## src/rtl/gearbox_pkg.sv

```systemverilog
// Shared types and helpers for the codeword-to-beat gearbox.
package gearbox_pkg;

  typedef enum logic {
    GB_PAD  = 1'b0,
    GB_PACK = 1'b1
  } gearbox_mode_e;

  function automatic int gb_beats(int in_w, int out_w);
    return (in_w + out_w - 1) / out_w;
  endfunction

  function automatic int gb_rem(int in_w, int out_w);
    return in_w % out_w;
  endfunction

endpackage

```

## src/rtl/gearbox_extract.sv

```systemverilog
// Combinational beat selector: picks OUT_WIDTH bits at bit offset off_i of the head entry,
// filling past its end with zeros (PAD) or with the MSBs of the next entry (PACK).
module gearbox_extract
  import gearbox_pkg::*;
#(
  parameter int            IN_WIDTH  = 648,
  parameter int            OUT_WIDTH = 32,
  parameter int            OFF_W     = 10,
  parameter gearbox_mode_e MODE      = GB_PAD
) (
  input  logic [IN_WIDTH-1:0]  head_i,
  input  logic [IN_WIDTH-1:0]  next_i,
  input  logic [OFF_W-1:0]     off_i,
  output logic [OUT_WIDTH-1:0] data_o,
  output logic                 last_o,
  output logic                 span_o
);

  // Offset at which the beat reaches exactly the final bit of the head entry.
  localparam logic [OFF_W:0] LAST_OFF = (OFF_W + 1)'(IN_WIDTH - OUT_WIDTH);

  logic [IN_WIDTH-1:0]   tail;
  logic [2*IN_WIDTH-1:0] window;

  always_comb begin
    tail   = (MODE == GB_PACK) ? next_i : '0;
    window = {head_i, tail} << off_i;
    data_o = window[2*IN_WIDTH-1 -: OUT_WIDTH];
    last_o = ({1'b0, off_i} >= LAST_OFF);
    span_o = (MODE == GB_PACK) && ({1'b0, off_i} > LAST_OFF);
  end

endmodule

```

## src/rtl/fifo_gearbox.sv

```systemverilog
// Wide-to-narrow stream converter: DEPTH-entry codeword buffer drained MSB-first as beats.
// Handshakes: a transfer happens on each rising edge where valid && ready are both high.
module fifo_gearbox
  import gearbox_pkg::*;
#(
  parameter int            IN_WIDTH  = 648,
  parameter int            OUT_WIDTH = 32,
  parameter int            DEPTH     = 4,
  parameter gearbox_mode_e MODE      = GB_PAD
) (
  input  logic                         clk,
  input  logic                         rst,
  input  logic                         flush,
  input  logic                         in_valid,
  output logic                         in_ready,
  input  logic [IN_WIDTH-1:0]          in_data,
  output logic                         out_valid,
  input  logic                         out_ready,
  output logic [OUT_WIDTH-1:0]         out_data,
  output logic                         out_last,
  output logic [$clog2(DEPTH+1)-1:0]   level
);

  localparam int PTR_W = $clog2(DEPTH);
  localparam int LVL_W = $clog2(DEPTH + 1);
  localparam int OFF_W = (IN_WIDTH > 1) ? $clog2(IN_WIDTH) : 1;

  localparam logic [LVL_W-1:0] DEPTH_L = LVL_W'(DEPTH);
  localparam logic [LVL_W-1:0] ONE_L   = LVL_W'(1);
  localparam logic [OFF_W:0]   STEP    = (OFF_W + 1)'(OUT_WIDTH);
  localparam logic [OFF_W:0]   WRAP    = (OFF_W + 1)'(IN_WIDTH);

  logic [IN_WIDTH-1:0]  mem_q [DEPTH];
  logic [PTR_W-1:0]     wp_q, wp_d, rp_q, rp_d, rp_next;
  logic [LVL_W-1:0]     level_q, level_d;
  logic [OFF_W-1:0]     off_q, off_d;
  logic [OFF_W:0]       off_sum;

  logic [OUT_WIDTH-1:0] beat_data;
  logic                 beat_last, beat_span, beat_ok;
  logic                 push, beat_fire, pop;

  assign rp_next = rp_q + 1'b1;

  gearbox_extract #(
    .IN_WIDTH  (IN_WIDTH),
    .OUT_WIDTH (OUT_WIDTH),
    .OFF_W     (OFF_W),
    .MODE      (MODE)
  ) u_extract (
    .head_i (mem_q[rp_q]),
    .next_i (mem_q[rp_next]),
    .off_i  (off_q),
    .data_o (beat_data),
    .last_o (beat_last),
    .span_o (beat_span)
  );

  // A spanning beat needs the following codeword to be resident as well.
  assign beat_ok   = (level_q != '0) && (!beat_span || (level_q > ONE_L));
  assign out_valid = beat_ok;
  assign out_data  = beat_ok ? beat_data : '0;
  assign out_last  = beat_ok && beat_last;
  assign in_ready  = !rst && (level_q < DEPTH_L);
  assign level     = level_q;

  assign push      = in_valid && in_ready && !flush;
  assign beat_fire = beat_ok && out_ready && !flush;
  assign pop       = beat_fire && beat_last;

  always_comb begin
    wp_d    = wp_q;
    rp_d    = rp_q;
    level_d = level_q;
    off_d   = off_q;
    off_sum = {1'b0, off_q} + STEP;
    if (flush) begin
      wp_d    = '0;
      rp_d    = '0;
      level_d = '0;
      off_d   = '0;
    end else begin
      if (push) wp_d = wp_q + 1'b1;
      if (pop)  rp_d = rp_next;
      if (push && !pop)      level_d = level_q + 1'b1;
      else if (pop && !push) level_d = level_q - 1'b1;
      if (beat_fire) begin
        if (!beat_last)            off_d = off_sum[OFF_W-1:0];
        else if (MODE == GB_PACK)  off_d = OFF_W'(off_sum - WRAP);
        else                       off_d = '0;
      end
    end
  end

  always_ff @(posedge clk or posedge rst) begin
    if (rst) begin
      wp_q    <= '0;
      rp_q    <= '0;
      level_q <= '0;
      off_q   <= '0;
    end else begin
      wp_q    <= wp_d;
      rp_q    <= rp_d;
      level_q <= level_d;
      off_q   <= off_d;
    end
  end

  always_ff @(posedge clk) begin
    if (push) mem_q[wp_q] <= in_data;
  end

endmodule

```

## config.mk

```make
export PLATFORM = sky130hd
export DESIGN_NAME = fifo_gearbox
export DESIGN_NICKNAME = d
export VERILOG_FILES = /design/src/rtl/gearbox_pkg.sv /design/src/rtl/gearbox_extract.sv /design/src/rtl/fifo_gearbox.sv
export SDC_FILE = /design/constraint.sdc
export NUM_CORES = 2
export LEC_CHECK = 0
export CAP_MARGIN = 20
export CORE_MARGIN = 4
export CORE_UTILIZATION = 45
export DETAILED_ROUTE_END_ITERATION = 6
export PLACE_DENSITY = 0.71
export SYNTH_ARGS = -nofsm -noshare
export SYNTH_HDL_FRONTEND = slang
export SYNTH_SLANG_ARGS = --single-unit
```

## constraint.sdc

```tcl
create_clock -name clk -period 18.8 [get_ports clk]
set_input_delay 2.82 -clock clk [delete_from_list [all_inputs] [get_ports clk]]
set_output_delay 2.82 -clock clk [all_outputs]
set_load 0.01 [all_outputs]
```

**Word level (Yosys, flattened, before mapping)**

Memories as Yosys holds them, arrays and structs flattened.
Index checks and enable logic that the tools add are counted.

- Register bits after elaboration: 17
- Bits in latches: 0
- Bits in writable memories: 2592
- Memory bits (read-only): 0
- Input port bits: 653
- Output and inout bits: 38
- Memories kept: 1

- Add/sub/neg operators: 5
- Multipliers: 0
- Divide/modulo/power cells: 0
- Magnitude comparators: 2
- Equal/unequal tests: 0
- Shift operators: 1
- Muxes and demuxes: 13
- Bitwise logic cells: 0
- Reduce and logical (&&, ||, !) cells: 18

Memories:

| name | depth | width | read ports | clocked after Yosys merged registers in | write ports | RTL line | RTL |
|---|---|---|---|---|---|---|---|
| mem_q | 4 | 648 | 1 | 0 | 1 | fifo_gearbox.sv:33 | `logic [IN_WIDTH-1:0] mem_q [DEPTH];` |

Operators with widths:

| operator | number |
|---|---|
| $shl 1296x10->1296 | 1 |
| $mux 32 | 1 |
| $mux 10 | 3 |
| $add 10x6->10 const B | 1 |
| $ge 10x10->1 const B | 1 |
| $logic_and 1x1->1 | 9 |
| $mux 3 | 3 |
| $mux 2 | 4 |
| $reduce_bool 2->1 | 3 |
| $reduce_bool 3->1 | 2 |
| $add 2x1->2 const B | 2 |
| $logic_not 1->1 | 4 |
| $add 3x1->3 const B | 1 |
| $lt 3x3->1 const B | 1 |
| $sub 3x1->3 const B | 1 |
| $mux 1 | 2 |

**Longest topological paths before layout**

- Depth in word-level cells: 9
- Depth in mapped cells: 12

**By module**

From an unflattened synthesis, not the netlist that was laid out.

- Cell total of the unflattened synthesis: 8838
- Area total of the unflattened synthesis: 153133.1 µm²

Modules (own cells, without submodules):

| module | times used | cells each | area an instance (µm²) | seq. area each (µm²) |
|---|---|---|---|---|
| fifo_gearbox | 1 | 4300 | 109575.1 | 78134.9 |
| gearbox_extract | 1 | 4538 | 43558.0 | 0.0 |

**Worst setup path before layout**

Ideal clock, no wire load.

- Path type: input -> register
- From: input port rst
- To: memory mem_q[0][0], enable pin
- Arrival: 18108 ps
- Setup slack: -411 ps
- Cell stages on the path: 4
- Buffers on the path: 0
- Cells stage by stage: nor2_1 -> nand2_1 -> nor2_1 -> and2_1

- Cells in the longest elaborated chain, start to end: 6

RTL lines:

| item | RTL line | RTL |
|---|---|---|
| from (decl) | fifo_gearbox.sv:12 | `input logic rst,` |
| $logic_not 1->1 (no line) | -- |  |
| $logic_and 1x1->1 | fifo_gearbox.sv:64 | `assign in_ready = !rst && (level_q < DEPTH_L);` |
| $logic_and 1x1->1 (2 in a row) | fifo_gearbox.sv:67 | `assign push = in_valid && in_ready && !flush;` |
| $mux 1 | fifo_gearbox.sv:110 | `if (push) mem_q[wp_q] <= in_data;` |
| $mux 1 (not written as such) | fifo_gearbox.sv:110 |  |
| to (decl) | fifo_gearbox.sv:33 |  |

Every way passes these cells.

**Worst setup path in the final report**

- From: register rp_q[1]
- To: output port out_data[5]

- Cells in the longest elaborated chain, start to end: 3

RTL lines:

| item | RTL line | RTL |
|---|---|---|
| from (decl) | fifo_gearbox.sv:34 | `logic [PTR_W-1:0] wp_q, wp_d, rp_q, rp_d, rp_next;` |
| from (signal assigned) | fifo_gearbox.sv:103 | `rp_q <= rp_d;` |
| $mem_v2 4x648 | -- |  |
| $shl 1296x10->1296 | gearbox_extract.sv:27 | `window = {head_i, tail} << off_i;` |
| $mux 32 | fifo_gearbox.sv:62 | `assign out_data = beat_ok ? beat_data : '0;` |
| to (decl) | fifo_gearbox.sv:19 | `output logic [OUT_WIDTH-1:0] out_data,` |

Every way passes these cells.

==> impl_metrics.env <==
export IMPL_pwr_density_cell_mw_per_mm2=104
export IMPL_yosys_mux_area_fraction=0.154
export IMPL_synthDominantCellAreaShare=0.783
export IMPL_wire_length_of_the_first_global_routing_pass_mm=376
export IMPL_io_buffers=690
export IMPL_placeableCoreArea_mm2=0.220
export IMPL_buffers_inserted_during_post_cts_setup_optimization=0
export IMPL_finalSetupViolations=0
export IMPL_vias_post_dr=49900
export IMPL_ys_async_sr_fraction=0.00461
export IMPL_synthesis_yosys_warnings=0
export IMPL_outcome="finished, final reports clean"
export IMPL_synth_most_common_cell="edfxtp_1"
export IMPL_placed_cells_incl_taps=7926
export IMPL_layout_drive_gt1_share=0.196
export IMPL_place_hpwl_mm=173
export IMPL_max_freq_ghz=0.105
export IMPL_grt_start_max_net_pins=156
export IMPL_final_area_mm2=0.119
export IMPL_post_drt_antenna_nets=0
export IMPL_yosysTopAreaCell="edfxtp_1"
export IMPL_leakagePower_nw=36.2
export IMPL_clk_latency_ns=0.93
export IMPL_synth_xor_xnor_area_share=0.000441
export IMPL_hold_violations=0
export IMPL_clk_pin_slew_worst_paths_ns=0.06
export IMPL_crit_reg2reg_launch="level[2]$_DFFE_PP0P_"
export IMPL_htreeDepth=5
export IMPL_main_combinational_cell_family_by_area_after_synthesis="multiplexers"
export IMPL_critical_path_launch_point_type="flop"
export IMPL_detail_route_wl_per_cell_um=31.4
export IMPL_io_pin_count=691
export IMPL_vdd_ir_drop_max_uv=84.4
export IMPL_hold_path_startpoint="wp_q[1]$_DFFE_PP0P_"
export IMPL_timing_setup_critical_path_class="reg2out"
export IMPL_timing_hold_worst_class="reg2reg"
export IMPL_grt_pass1_vias=50700
export IMPL_totalNegativeSetupSlack_ns=0
export IMPL_nets=5913
export IMPL_endpoint_kind="output pin"
export IMPL_synth_ff_latch_count=2604
export IMPL_area_delta_synth_final_pct=19.5
export IMPL_worstPathRequired_ns=15.98
export IMPL_grt_setup_unrepaired="no"
export IMPL_synth_edf_count=2592
export IMPL_cts_buffer_depth=4
export IMPL_grt_total_usage=0.231
export IMPL_standard_cell_row_count=172
export IMPL_totalPowerFinal_mw=12.3
export IMPL_mappedNetlistArea_mm2=0.0994
export IMPL_globalRouteOverflowTotal=0
export IMPL_yosys_area_share_adder=0.000831
export IMPL_synth_flop_cell="edfxtp_1"
export IMPL_finalCriticalPeriod_ns=9.50
export IMPL_critical_path_peak_fanout=122
export IMPL_drt_pass1_iterations=5
export IMPL_syn_mean_instance_area_um2=22.5
export IMPL_cts_tree="built"
export IMPL_cp_data_arrival_time_ns=6.68
export IMPL_floorplan_die_width_um=478
export IMPL_layout_core_utilization=0.541
export IMPL_cts_buffers_inserted=283
export IMPL_dpl_worst_slack_ns=10.15
export IMPL_slew_hr=0.198
export IMPL_layout_worst_path_cycle_share=0.505
export IMPL_simple_gate_area_share_of_the_yosys_netlist=0.0135
export IMPL_mappedNetlistNets=5085
export IMPL_cts_root_buffer_cell="clkbuf_16"
export IMPL_drv_slew=0
export IMPL_max_cap_violations=0
export IMPL_slew_at_the_pin_closest_to_its_max_slew_limit_ns=1.20
export IMPL_dr_first_iter_drc_count=5924
export IMPL_cts_hold_fix_buffers=0
export IMPL_clock_sink_count=2604
export IMPL_final_hold_worst_slack_ns=0.610
export IMPL_gp_congestion=0.810
export IMPL_synth_compound_area_share=0.0314
export IMPL_synth_top_cells_by_area="edfxtp_1, mux4_2, mux2i_1"
export IMPL_cts_repair_resized=0
export IMPL_floorplan_die_height_um=478
export IMPL_syn_instance_count=4426
export IMPL_drt_vias_per_instance=5.87
export IMPL_detailed_place_area_mm2=0.110
export IMPL_initial_core_util=0.452
export IMPL_final_critical_path_setup_slack_ns=9.30
export IMPL_synth_top_cells_by_count="edfxtp_1, mux4_2, mux2i_1, a22oi_1, buf_2"
export IMPL_seq_area_frac_synth=0.786
export IMPL_instances_no_fill=8501
export IMPL_wl_mm=267
export IMPL_fin_skew_ns=0.0645
export IMPL_synth_distinct_cells=62
export IMPL_remaining_drc_errors=0
export IMPL_die_area_mm2=0.228
export IMPL_worstSetupStartpoint="rp_q[1]$_DFFE_PP0P_"
export IMPL_grt_antenna_before_repair=183
-- where the power goes --
group	internal [mW]	leakage (nW)	switching (mW)
Sequential	6.48	23.6	0.0234
Clock	3.13	4.26	2.15
Combinational	0.248	8.38	0.319
-- state kept, by name, summed over array words and instances (netlist names) --
signal  flops
wp_q        2
mem_q    2592
off_q       5
rp_q        2
level       3
-- cell families (layout without fill, tap and decap cells) --
logic type                 after synthesis  after routing
and+or+nand+nor                        269            269
muxes                                  844            844
buffers and inverters                  258           1276
DFF                                   2604           2604
AOI/OAI and AO/OA                      440            440
xor gates and xnor gates                 5              5
adders and majority gates                6              6
other                                    0             99
-- critical path: stages, from the launching register on --
cell,delay (ns)
dfrtp_4,0.70
buf_12,0.64
buf_12,0.55
buf_4,0.77
mux4_2,0.41
a22o_1,0.27
a221oi_1,0.62
a2111oi_0,0.27
buf_4,0.21
o21ai_0,0.36
a21oi_1,0.15
clkdlybuf4s50_1,0.50
-- worst paths after layout --
path / end / slack (ns) / cells past startpoint
max in group asynchronous: rp_q[1]$_DFFE_PP0P_ / 16.04 / 2
min: wp_q[1]$_DFFE_PP0P_ / 0.61 / 2
max reg2reg: mem_q[1][443]$_DFFE_PP_ / 13.08 / 8
min in group asynchronous: level[1]$_DFFE_PP0P_ / 2.30 / 2
max: out_data[5] / 9.30 / 11
min reg2reg: wp_q[1]$_DFFE_PP0P_ / 0.61 / 2
-- area by class of cell --
class	instances	area [um^2]
clock inverters	140	1320
clock buffers	335	7400
inverters	12	52.6
diodes	99	248
well taps	2958	3700
repair buffers	789	7860
multi-input cells	1564	20100
flip-flops and latches	2604	78200
fillers	16500	101000
-- cells in the final DEF, fill, tap and decap left out, types with 15 or more instances in the layout --
| master | synthesis | final |
|---|---|---|
| nand4_1 | 20 | 20 |
| a211oi_1 | 18 | 18 |
| edfxtp_1 | 2592 | 2592 |
| nand2_1 | 56 | 56 |
| clkinv_1 | 1 | 53 |
| mux2i_1 | 292 | 292 |
| mux4_2 | 546 | 546 |
| buf_4 | 36 | 81 |
| a2111oi_0 | 16 | 16 |
| clkdlybuf4s50_1 | 0 | 690 |
| a22oi_1 | 213 | 213 |
| nand3_1 | 54 | 54 |
| clkbuf_16 | 0 | 289 |
| a31oi_1 | 19 | 19 |
| clkbuf_1 | 79 | 46 |
| o21ai_0 | 45 | 45 |
| nor2_1 | 62 | 55 |
| buf_12 | 0 | 15 |
| o22ai_1 | 21 | 21 |
| a21oi_1 | 45 | 45 |
| bufinv_16 | 0 | 24 |
| a221oi_1 | 16 | 16 |
| diode_2 | 0 | 99 |
| clkinv_2 | 0 | 41 |
-- layer usage --
layer | routed length (um) | part of all wire | GRT usage
met3 | 26800 | 0.10 | 0.0745
met1 | 103000 | 0.38 | 0.306
met2 | 126000 | 0.47 | 0.350
met4 | 11000 | 0.041 | 0.104
met5 | 707 | 0.0026 | 0
Power figures use the tool's default switching activity.
